==> src/rtl/quadrature_decoder_if.sv <==
// Step/direction counting bus produced by the quadrature decoder.
// Also carries the decoder's own position copy and status flags.
interface quadrature_decoder_if #(
  parameter int POS_WIDTH = 3
);
  logic                 step;
  logic                 direction;
  logic [POS_WIDTH-1:0] position;
  logic                 at_max;
  logic                 at_min;
  logic                 error;

  modport master (
    output step, direction, position,
    output at_max, at_min, error
  );

  modport slave (
    input step, direction, position,
    input at_max, at_min, error
  );
endinterface

==> src/rtl/quadrature_decoder.sv <==
// Quadrature A/B decoder: sync, glitch filter, Gray decode,
// step/direction pulses and a wrapping position count.
module quadrature_decoder #(
  parameter int POS_WIDTH     = 3,
  parameter int FILTER_CYCLES = 3
) (
  input  logic clock,
  input  logic reset,
  input  logic enc_a,
  input  logic enc_b,
  input  logic clear,
  quadrature_decoder_if.master cnt
);

  localparam logic [3:0] CMAX = 4'(FILTER_CYCLES - 1);

  typedef enum logic {INIT, RUN} state_e;

  state_e               state_q;
  logic [1:0]           sync1_q, sync2_q;
  logic [1:0]           filt_q, filt_d, filt_old_q;
  logic [1:0][3:0]      cnt_q, cnt_d;
  logic [3:0]           stab_q;
  logic                 step_q, dir_q, err_q;
  logic [POS_WIDTH-1:0] pos_q;
  logic                 stable;
  logic [1:0]           mv;

  // Map {a,b} onto its index in the up cycle 00,10,11,01
  function automatic logic [1:0] gidx(input logic [1:0] ab);
    return {ab[0], ab[1] ^ ab[0]};
  endfunction

  always_comb begin
    filt_d = filt_q;
    cnt_d  = cnt_q;
    for (int i = 0; i < 2; i++) begin
      if (sync2_q[i] == filt_q[i]) begin
        cnt_d[i] = '0;
      end else if (cnt_q[i] == CMAX) begin
        filt_d[i] = sync2_q[i];
        cnt_d[i]  = '0;
      end else begin
        cnt_d[i] = cnt_q[i] + 4'd1;
      end
    end
  end

  assign stable = (sync2_q == filt_q)
               && (cnt_q[0] == 4'd0)
               && (cnt_q[1] == 4'd0);

  assign mv = gidx(filt_q) - gidx(filt_old_q);

  always_ff @(posedge clock) begin
    if (reset) begin
      state_q    <= INIT;
      sync1_q    <= '0;
      sync2_q    <= '0;
      filt_q     <= '0;
      filt_old_q <= '0;
      cnt_q      <= '0;
      stab_q     <= '0;
      step_q     <= 1'b0;
      dir_q      <= 1'b0;
      err_q      <= 1'b0;
      pos_q      <= '0;
    end else begin
      sync1_q    <= {enc_a, enc_b};
      sync2_q    <= sync1_q;
      filt_q     <= filt_d;
      cnt_q      <= cnt_d;
      filt_old_q <= filt_q;
      step_q     <= 1'b0;
      unique case (state_q)
        INIT: begin
          if (!stable) begin
            stab_q <= '0;
          end else if (stab_q == CMAX) begin
            state_q <= RUN;
          end else begin
            stab_q <= stab_q + 4'd1;
          end
        end
        RUN: begin
          if (filt_q != filt_old_q) begin
            unique case (1'b1)
              mv == 2'd1: begin
                step_q <= 1'b1;
                dir_q  <= 1'b1;
                pos_q  <= pos_q + 1'b1;
              end
              mv == 2'd3: begin
                step_q <= 1'b1;
                dir_q  <= 1'b0;
                pos_q  <= pos_q - 1'b1;
              end
              default: err_q <= 1'b1;
            endcase
          end
        end
        default: state_q <= INIT;
      endcase
      // clear overrides the count but still lets the step pulse out
      if (clear) begin
        pos_q <= '0;
        err_q <= 1'b0;
      end
    end
  end

  assign cnt.step      = step_q;
  assign cnt.direction = dir_q;
  assign cnt.position  = pos_q;
  assign cnt.error     = err_q;
  assign cnt.at_max    = &pos_q;
  assign cnt.at_min    = ~|pos_q;

endmodule

==> src/flat_wrapper.sv <==
// flat-port wrapper written by rule: the top's interface ports become plain ports
module quadrature_decoder_flat 
#(
  parameter int POS_WIDTH     = 3,
  parameter int FILTER_CYCLES = 3
)
  (clock, reset, enc_a, enc_b, clear, cnt_step, cnt_direction, cnt_position, cnt_at_max, cnt_at_min, cnt_error);
  quadrature_decoder_if #(.POS_WIDTH(POS_WIDTH)) cnt_i ();
  input  logic clock;
  input  logic reset;
  input  logic enc_a;
  input  logic enc_b;
  input  logic clear;
  output wire logic [$bits(cnt_i.step)-1:0] cnt_step;
  output wire logic [$bits(cnt_i.direction)-1:0] cnt_direction;
  output wire logic [$bits(cnt_i.position)-1:0] cnt_position;
  output wire logic [$bits(cnt_i.at_max)-1:0] cnt_at_max;
  output wire logic [$bits(cnt_i.at_min)-1:0] cnt_at_min;
  output wire logic [$bits(cnt_i.error)-1:0] cnt_error;
  assign cnt_step = cnt_i.step;
  assign cnt_direction = cnt_i.direction;
  assign cnt_position = cnt_i.position;
  assign cnt_at_max = cnt_i.at_max;
  assign cnt_at_min = cnt_i.at_min;
  assign cnt_error = cnt_i.error;
  quadrature_decoder #(.POS_WIDTH(POS_WIDTH), .FILTER_CYCLES(FILTER_CYCLES)) u_core (.clock(clock), .reset(reset), .enc_a(enc_a), .enc_b(enc_b), .clear(clear), .cnt(cnt_i));
endmodule
==> config.mk <==
export PLATFORM = sky130hd
export DESIGN_NAME = quadrature_decoder_flat
export DESIGN_NICKNAME = d
export VERILOG_FILES = /design/src/rtl/quadrature_decoder_if.sv /design/src/rtl/quadrature_decoder.sv /design/src/flat_wrapper.sv
export SDC_FILE = /design/constraint.sdc
export NUM_CORES = 1
export LEC_CHECK = 0
export CORE_ASPECT_RATIO = 1.5
export CORE_MARGIN = 2
export CORE_UTILIZATION = 58
export DETAILED_ROUTE_END_ITERATION = 8
export PLACE_DENSITY = 0.88
export SLEW_MARGIN = 20
export SYNTH_ARGS = -nofsm -noshare
export SYNTH_HDL_FRONTEND = slang
export SYNTH_SLANG_ARGS = --single-unit
==> constraint.sdc <==
create_clock -name clock -period 6.01 [get_ports clock]
set_clock_uncertainty 0.1 [all_clocks]
set_input_delay 1.202 -clock clock [delete_from_list [all_inputs] [get_ports clock]]
set_output_delay 1.202 -clock clock [all_outputs]
set_load 0.05 [all_outputs]
==> flow_metrics.env, run 1 <==
export IMPL_clock_fmax_ghz=0.327
export IMPL_grt_busiest_layer="met2"
export IMPL_syn_area_per_cell_um2=9.67
export IMPL_ff_latch_area_um2=541
export IMPL_synth_common_cells="27 x dfxtp_1, 18 x nor2_1, 10 x ha_1, 9 x inv_1, 8 x xnor2_1"
export IMPL_worst_pin_slew_ns=0.816
export IMPL_cts_sinks=27
export IMPL_drv_cap=0
export IMPL_crit_path_max_fanout=6
export IMPL_ctsHoldBuffers=0
export IMPL_hp_class="flop to flop"
export IMPL_rows=20
export IMPL_hold_ws_ns=0.364
export IMPL_timing_rr_start="u_core.filt_q[0]"
export IMPL_coreArea_mm2=0.00203
export IMPL_die_width_um=41.9
export IMPL_layout_drive_gt1_share=0.0493
export IMPL_yosysUniqueCellTypes=32
export IMPL_synth_ff_type="dfxtp_1"
export IMPL_vias=926
export IMPL_rsz0062_at_grt="no"
export IMPL_start_util=0.615
export IMPL_antennaDiodeCount=0
export IMPL_die_height_um=60.8
export IMPL_clk_pin_slew_ns=0.14
export IMPL_path_cells="and3_1, clkdlybuf4s50_1"
export IMPL_synth_nets=144
export IMPL_die_area_mm2=0.00255
export IMPL_grt_pass1_wl_um=3880
export IMPL_grt_max_degree=25
export IMPL_cp_slowest_cell="clkdlybuf4s50_1"
export IMPL_synth_area_leader_cell="dfxtp_1"
export IMPL_groute_usage_overall=0.201
export IMPL_min_to="u_core.sync2_q[1]"
export IMPL_start_kind="flop"
export IMPL_path_class="flop to output pin"
export IMPL_met3_usage=0.0208
export IMPL_ys_ff_latch=27
export IMPL_h_tree_depth=1
export IMPL_met1_usage=0.204
export IMPL_synth_edf_count=0
export IMPL_fin_nets=158
export IMPL_tns_ns=0
export IMPL_area_growth_pct=13.0
export IMPL_place_congestion=0.747
export IMPL_synth_area_mm2=0.00125
export IMPL_yosysMostFrequentCell="dfxtp_1"
export IMPL_viasPerCell=5.65
export IMPL_antenna_found_initial=0
export IMPL_rrSetupSlack_ns=3.61
export IMPL_drtPass1Iterations=4
export IMPL_cts_tree="built"
export IMPL_relSlewSlack=0.454
export IMPL_fill_cells=160
export IMPL_hold_viol_final=0
export IMPL_p_per_area_mw_per_mm2=209
export IMPL_synthArstFlopShare=0
export IMPL_cts_setup_buffers=0
export IMPL_syn_inst=129
export IMPL_drt_initial_drc_count=23
export IMPL_portBuffers=12
export IMPL_critical_path_max_stage_delay_ns=0.79
export IMPL_p_total_mw=0.294
export IMPL_cts_root_buf="clkbuf_4"
export IMPL_insertion_delay_ns=0.33
export IMPL_routed_wirelength_um=2150
export IMPL_p_leak_nw=0.531
export IMPL_slew_violations=0
export IMPL_worst_r2r_cell_count=9
export IMPL_hold_path_startpoint="u_core.sync1_q[1]"
export IMPL_clock_path_buffers=2
export IMPL_synthTopCellsByArea="dfxtp_1 43%, ha_1 10%, xnor2_1 5.6%"
export IMPL_finalSetupViolCount=0
export IMPL_max_vdd_ir_drop_v=0.000164
export IMPL_cts_resized=0
export IMPL_yosys_warnings=0
export IMPL_post_route_period_util=0.510
export IMPL_final_util=0.696
export IMPL_ant_nets=0
export IMPL_cp_data_required_time_ns=4.71
export IMPL_dp_hpwl_um=1720
export IMPL_holdPathStages=1
export IMPL_layout_min_cycle_time_ns=3.06
export IMPL_grt_pass1_vias=965
export IMPL_grt_overflow=0
export IMPL_drc=0
export IMPL_avgRoutedWirePerCell_um=13.1
export IMPL_reg2reg_to="u_core.cnt.position[2]"
export IMPL_grt_util_met2=0.386
export IMPL_ios=13
export IMPL_cts_buffers=3
export IMPL_multi_input_area_um2=658
export IMPL_ys_seq_area_frac=0.433
export IMPL_end_kind="output pin"
export IMPL_arrival_ns=1.76
export IMPL_outcome="finished clean"
export IMPL_synth_top_area_frac=0.433
[report_power, final]
group          internal (mW)  switching (mW)  total (mW)
sequential             0.184         0.00543       0.190
combinational         0.0112          0.0152      0.0264
clock                 0.0255          0.0527      0.0782
total                  0.221          0.0734       0.294
[registers in the layout, summed over array words and instances, names as in the netlist, 2 cells and up]
name / cells
u_core.sync2_q: 2
u_core.sync1_q: 2
u_core.cnt_q: 8
u_core.cnt.position: 3
u_core.filt_q: 2
u_core.filt_old_q: 2
u_core.stab_q: 4
[per-layer routing]
metal  part of all wire  vias up
met1               0.40      437
met2               0.54       22
met5                  0        -
met3              0.032        6
li1                   -      461
met4              0.022        0
[worst max-delay path by stage]
stage / slack (ns) / to / startpoint
after global placement: 3.15 / u_core.cnt_q[7] / reset
after floorplan: 3.04 / cnt_at_min / u_core.cnt.position[1]
after detailed placement: 3.08 / u_core.cnt_q[2] / reset
final: 2.95 / cnt_at_max / u_core.cnt.position[1]
after CTS: 2.93 / cnt_at_max / u_core.cnt.position[1]
after global routing: 2.87 / cnt_at_max / u_core.cnt.position[1]
[area by class of cell]
type,count,share of cell area
Multi-Input combinational cell,90,0.467
Sequential cell,27,0.383
Timing Repair Buffer,12,0.0852
Inverter,9,0.0240
Tap cell,22,0.0195
Clock buffer,3,0.0160
Clock inverter,1,0.00532
[per-stage QoR]
| step | std cells | instance area, µm² | setup slack (ns) |
|---|---|---|---|
| CTS | 164 | 1410 | 2.93 |
| floorplan | 129 | 1250 | 3.04 |
| finish | 164 | 1410 | 2.95 |
| global placement | 160 | 1380 | 3.15 |
| detailed placement | 160 | 1380 | 3.08 |
| global route | 164 | 1410 | 2.87 |
[kinds of logic after synthesis]
family                     share of synthesized area
xor gates and xnor gates                       0.102
muxes                                         0.0321
buffers and inverters                         0.0391
AOI/OAI and AO/OA                             0.0762
and+or+nand+nor                                0.217
adders and majority gates                      0.100
DFF                                            0.433
[placed cells by master, fill, tap and decap left out, types with 3 or more instances in the layout]
master / instances
clkdlybuf4s50_1: 12
mux2i_1: 4
dfxtp_1: 27
xnor2_1: 8
or3_1: 3
inv_1: 9
nor2b_1: 7
xor2_1: 4
nand3_1: 3
ha_1: 10
clkbuf_4: 3
nor2_1: 18
nor3_1: 3
nand2_1: 5
[critical path: cells and delay by family (launching register included)]
family,cells,cell delay [ns]
AND/OR/NAND/NOR,1,0.18
flip-flops,1,0.46
buffers and inverters,1,0.79
Power figures use the tool's default switching activity.
==> run 2: changes to the inputs <==
- CORE_UTILIZATION: 58 -> 49
- PLACE_DENSITY: 0.88 -> 0.8
- clock period: 6.01 -> 2.45 ns (I/O delays scaled with it)
==> flow_metrics.env, run 2 (same netlist as run 1, synthesis figures left out) <==
export IMPL_outcome="finished clean"
export IMPL_p_per_area_mw_per_mm2=507
export IMPL_die_area_mm2=0.00297
export IMPL_final_cell_count_no_fill=168
export IMPL_die_height_um=65.8
export IMPL_end_kind="output pin"
export IMPL_ant_nets=0
export IMPL_dpl_cell_area_mm2=0.00140
export IMPL_cts_tree="built"
export IMPL_drt_initial_drc_count=15
export IMPL_largest_register_ffs=8
export IMPL_avgRoutedWirePerCell_um=12.1
export IMPL_cts_buffers=3
export IMPL_viasPerCell=5.40
export IMPL_fill_cells=226
export IMPL_start_kind="flop"
export IMPL_path_class="flop to output pin"
export IMPL_final_cell_mix="26 x dfxtp_1, 18 x nor2_1, 12 x clkdlybuf4s50_1"
export IMPL_post_route_period_util=0.957
export IMPL_start_util=0.515
export IMPL_relSlewSlack=0.620
export IMPL_hold_ws_ns=0.356
export IMPL_hp_class="flop to flop"
export IMPL_p_clk_frac=0.266
export IMPL_grt_overflow=0
export IMPL_layout_commonest_cell="dfxtp_1"
export IMPL_comb_power_share=0.090
export IMPL_crit_path_max_fanout=6
export IMPL_layout_min_cycle_time_ns=2.35
export IMPL_place_congestion=0.787
export IMPL_fin_nets=160
export IMPL_dp_hpwl_um=1590
export IMPL_arrival_ns=1.76
export IMPL_rows=22
export IMPL_tns_ns=0
export IMPL_portBuffers=12
export IMPL_cp_data_required_time_ns=1.86
export IMPL_top_register="u_core.cnt_q"
export IMPL_cts_sinks=27
export IMPL_p_sw_mw=0.178
export IMPL_cts_setup_buffers=0
export IMPL_area_growth_pct=14.2
export IMPL_rsz0062_at_grt="no"
export IMPL_die_width_um=45.2
export IMPL_vias=907
export IMPL_multi_input_area_um2=658
export IMPL_drv_cap=0
export IMPL_grt_max_degree=17
export IMPL_p_leak_nw=0.543
export IMPL_ios=13
export IMPL_grt_pass1_vias=845
export IMPL_h_tree_depth=1
export IMPL_insertion_delay_ns=0.32
export IMPL_routed_wirelength_um=2040
export IMPL_max_vdd_ir_drop_v=0.000351
export IMPL_swShare=0.246
export IMPL_cts_root_buf="clkbuf_4"
export IMPL_hold_viol_final=0
export IMPL_finalSetupViolCount=0
export IMPL_clk_pin_slew_ns=0.14
export IMPL_final_util=0.588
export IMPL_coreArea_mm2=0.00242
export IMPL_final_cell_area_mm2=0.00143
export IMPL_layout_drive_gt1_share=0.0625
export IMPL_slew_violations=0
export IMPL_worst_pin_slew_ns=0.568
export IMPL_antenna_found_initial=0
export IMPL_dp_cells=164
export IMPL_ctsHoldBuffers=0
export IMPL_power_internal_mw=0.545
export IMPL_clock_fmax_ghz=0.426
export IMPL_grt_pass1_wl_um=3370
export IMPL_ff_latch_area_um2=542
export IMPL_drtPass1Iterations=4
export IMPL_antennaDiodeCount=0
export IMPL_power_share_sequential=0.644
export IMPL_clock_path_buffers=2
export IMPL_groute_usage_overall=0.155
export IMPL_drc=0
-- run 2: path summary, 6_finish.rpt --
path,start,endpoint,slack [ns],cells past startpoint
max,u_core.cnt.position[1],cnt_at_max,0.10,2
min,u_core.sync1_q[0],u_core.sync2_q[0],0.36,1
max reg2reg,u_core.filt_q[1],u_core.cnt.position[2],0.17,9
min reg2reg,u_core.sync1_q[0],u_core.sync2_q[0],0.36,1
-- run 2: stage by stage --
step | power [mW] | setup WS [ns]
6_report | 0.723 | 0.105
5_1_grt | 0.763 | 0.0294
4_1_cts | 0.734 | 0.0774
3_5_place_dp | 0.540 | 0.126
3_3_place_gp | 0.534 | 0.248
2_1_floorplan | 0.517 | 0.197
-- run 2: layer usage --
layer  up-vias  share of wire  GRT usage
met2        19           0.52      0.263
met4         0          0.022      0.107
li1        464              -          -
met3         6          0.032     0.0301
met1       418           0.42      0.164
met5         -              0          0
-- run 2: final cells by class --
type                            count  area share
Sequential cell                    27       0.380
Multi-Input combinational cell     90       0.462
Clock buffer                        4      0.0184
Tap cell                           24      0.0211
Timing Repair Buffer               14      0.0948
Inverter                            9      0.0237
-- run 2: power by group through the flow --
stage / combinational, mW / clock [mW] / sequential, mW
2_1_floorplan: 0.0452 / 0 / 0.472
3_3_place_gp: 0.0601 / 0 / 0.473
3_5_place_dp: 0.0652 / 0 / 0.475
4_1_cts: 0.0655 / 0.203 / 0.465
5_1_grt: 0.0751 / 0.220 / 0.468
6_report: 0.0650 / 0.192 / 0.466
-- run 2: worst max-delay path: stages (launching register included) --
cell             delay, ns
dfxtp_1               0.46
and3_1                0.18
clkdlybuf4s50_1       0.79
-- run 2: timing repair --
action                                  CTS  global route
endpoints found under the hold margin     0             0
resized for setup                         0             1
endpoints found under the setup margin    0             1
==> run 3: changes to the inputs <==
- CORE_UTILIZATION: 49 -> 54
- CTS_CLUSTER_DIAMETER: default -> 200
- DONT_BUFFER_PORTS: default -> 1
- PLACE_DENSITY: 0.8 -> 0.79
==> flow_metrics.env, run 3 (same netlist as run 1, synthesis figures left out) <==
export IMPL_holdPathStages=1
export IMPL_grt_max_degree=25
export IMPL_die_area_mm2=0.00272
export IMPL_cts_buffers=3
export IMPL_cts_setup_buffers=0
export IMPL_path_class="flop to flop"
export IMPL_area_growth_pct=5.82
export IMPL_cts_tree="built"
export IMPL_die_width_um=43.2
export IMPL_drt_initial_drc_count=18
export IMPL_vias=883
export IMPL_reg2reg_to="u_core.cnt.position[2]"
export IMPL_insertion_delay_ns=0.32
export IMPL_final_cell_count_no_fill=157
export IMPL_ant_nets=0
export IMPL_dp_hpwl_um=1460
export IMPL_fin_nets=150
export IMPL_largest_register_ffs=8
export IMPL_h_tree_depth=1
export IMPL_clock_path_buffers=2
export IMPL_cts_root_buf="clkbuf_4"
export IMPL_clock_fmax_ghz=0.441
export IMPL_p_per_area_mw_per_mm2=532
export IMPL_start_util=0.565
export IMPL_dpl_cell_area_mm2=0.00129
export IMPL_drtPass1Iterations=2
export IMPL_timing_rr_start="u_core.filt_old_q[1]"
export IMPL_layout_drive_gt1_share=0.0896
export IMPL_layout_commonest_cell="dfxtp_1"
export IMPL_worst_pin_slew_ns=0.577
export IMPL_slew_violations=0
export IMPL_drv_cap=0
export IMPL_coreArea_mm2=0.00221
export IMPL_start_kind="flop"
export IMPL_antennaDiodeCount=0
export IMPL_fin_ws_ns=0.182
export IMPL_end_kind="flop"
export IMPL_groute_usage_overall=0.164
export IMPL_ios=13
export IMPL_hold_viol_final=0
export IMPL_pre_cts_slack_ns=0.169
export IMPL_hold_ws_ns=0.109
export IMPL_dp_cells=153
export IMPL_antenna_found_initial=0
export IMPL_post_route_period_util=0.926
export IMPL_outcome="finished clean"
export IMPL_p_leak_nw=0.510
export IMPL_hp_class="primary input to flop"
export IMPL_crit_path_max_fanout=3
export IMPL_final_cell_mix="25 x dfxtp_1, 18 x nor2_1, 10 x ha_1"
export IMPL_finalSetupViolCount=0
export IMPL_portBuffers=0
export IMPL_avgRoutedWirePerCell_um=11.9
export IMPL_relSlewSlack=0.615
export IMPL_p_total_mw=0.703
export IMPL_hold_path_startpoint="clear"
export IMPL_grt_overflow=0
export IMPL_cts_sinks=27
export IMPL_die_height_um=62.9
export IMPL_rows=21
export IMPL_drc=0
export IMPL_rrSetupSlack_ns=0.18
export IMPL_grt_pass1_wl_um=3520
export IMPL_layout_min_cycle_time_ns=2.27
export IMPL_clk_pin_slew_ns=0.14
export IMPL_min_to="u_core.cnt.position[0]"
export IMPL_viasPerCell=5.62
export IMPL_routed_wirelength_um=1880
export IMPL_worst_r2r_cell_count=9
export IMPL_place_congestion=0.744
export IMPL_cp_data_required_time_ns=2.58
export IMPL_max_vdd_ir_drop_v=0.000372
export IMPL_final_cell_area_mm2=0.00132
export IMPL_fill_cells=204
export IMPL_grt_pass1_vias=916
export IMPL_top_register="u_core.cnt_q"
export IMPL_arrival_ns=2.40
## run 3: repair_timing
action | CTS | global route
endpoints found under the setup margin | 0 | 1
hold buffers | 0 | 0
resized for setup | 0 | 2
## run 3: final cells by class
cell class	count	area, µm²	area share
Multi-Input combinational cell	90	658	0.499
Sequential cell	27	543	0.411
Inverter	9	33.8	0.0256
Timing Repair Buffer	4	30.0	0.0227
Tap cell	23	28.8	0.0218
Clock buffer	4	26.3	0.0199
## run 3: worst max path at each step
stage                                 startpoint                     end  slack, ns
after floorplan           u_core.cnt.position[1]              cnt_at_min       0.20
after global placement          u_core.filt_q[1]  u_core.cnt.position[2]       0.27
after detailed placement        u_core.filt_q[1]  u_core.cnt.position[2]       0.17
after CTS                       u_core.filt_q[1]  u_core.cnt.position[2]       0.13
after global routing        u_core.filt_old_q[1]  u_core.cnt.position[2]      -0.02
final                       u_core.filt_old_q[1]  u_core.cnt.position[2]       0.18
## run 3: power by group
| group | switching [mW] | internal (mW) |
|---|---|---|
| combinational | 0.0270 | 0.0220 |
| clock | 0.125 | 0.0638 |
| sequential | 0.0126 | 0.452 |
## run 3: worst max-delay path, cell delays in order (launching register included)
cell and delay (ns):
dfxtp_1 0.38, xor2_1 0.18, ha_1 0.20, xnor3_1 0.35, nor2_1 0.16, xor2_1 0.10
ha_1 0.20, nor4_1 0.23, o21ai_1 0.12, mux2i_1 0.13
## run 3: layer usage
metal | vias up | GRT usage | routed length [µm]
li1 | 440 | - | -
met1 | 424 | 0.164 | 750
met2 | 15 | 0.299 | 1030
met3 | 4 | 0.0347 | 64
met4 | 0 | 0.0871 | 33
met5 | - | 0 | 0
## run 3: per-stage QoR
step	utilization	setup TNS (ns)
finish	0.598	0
global route	0.598	-0.0221
CTS	0.597	0
detailed placement	0.585	0
global placement	0.585	0
floorplan	-	0
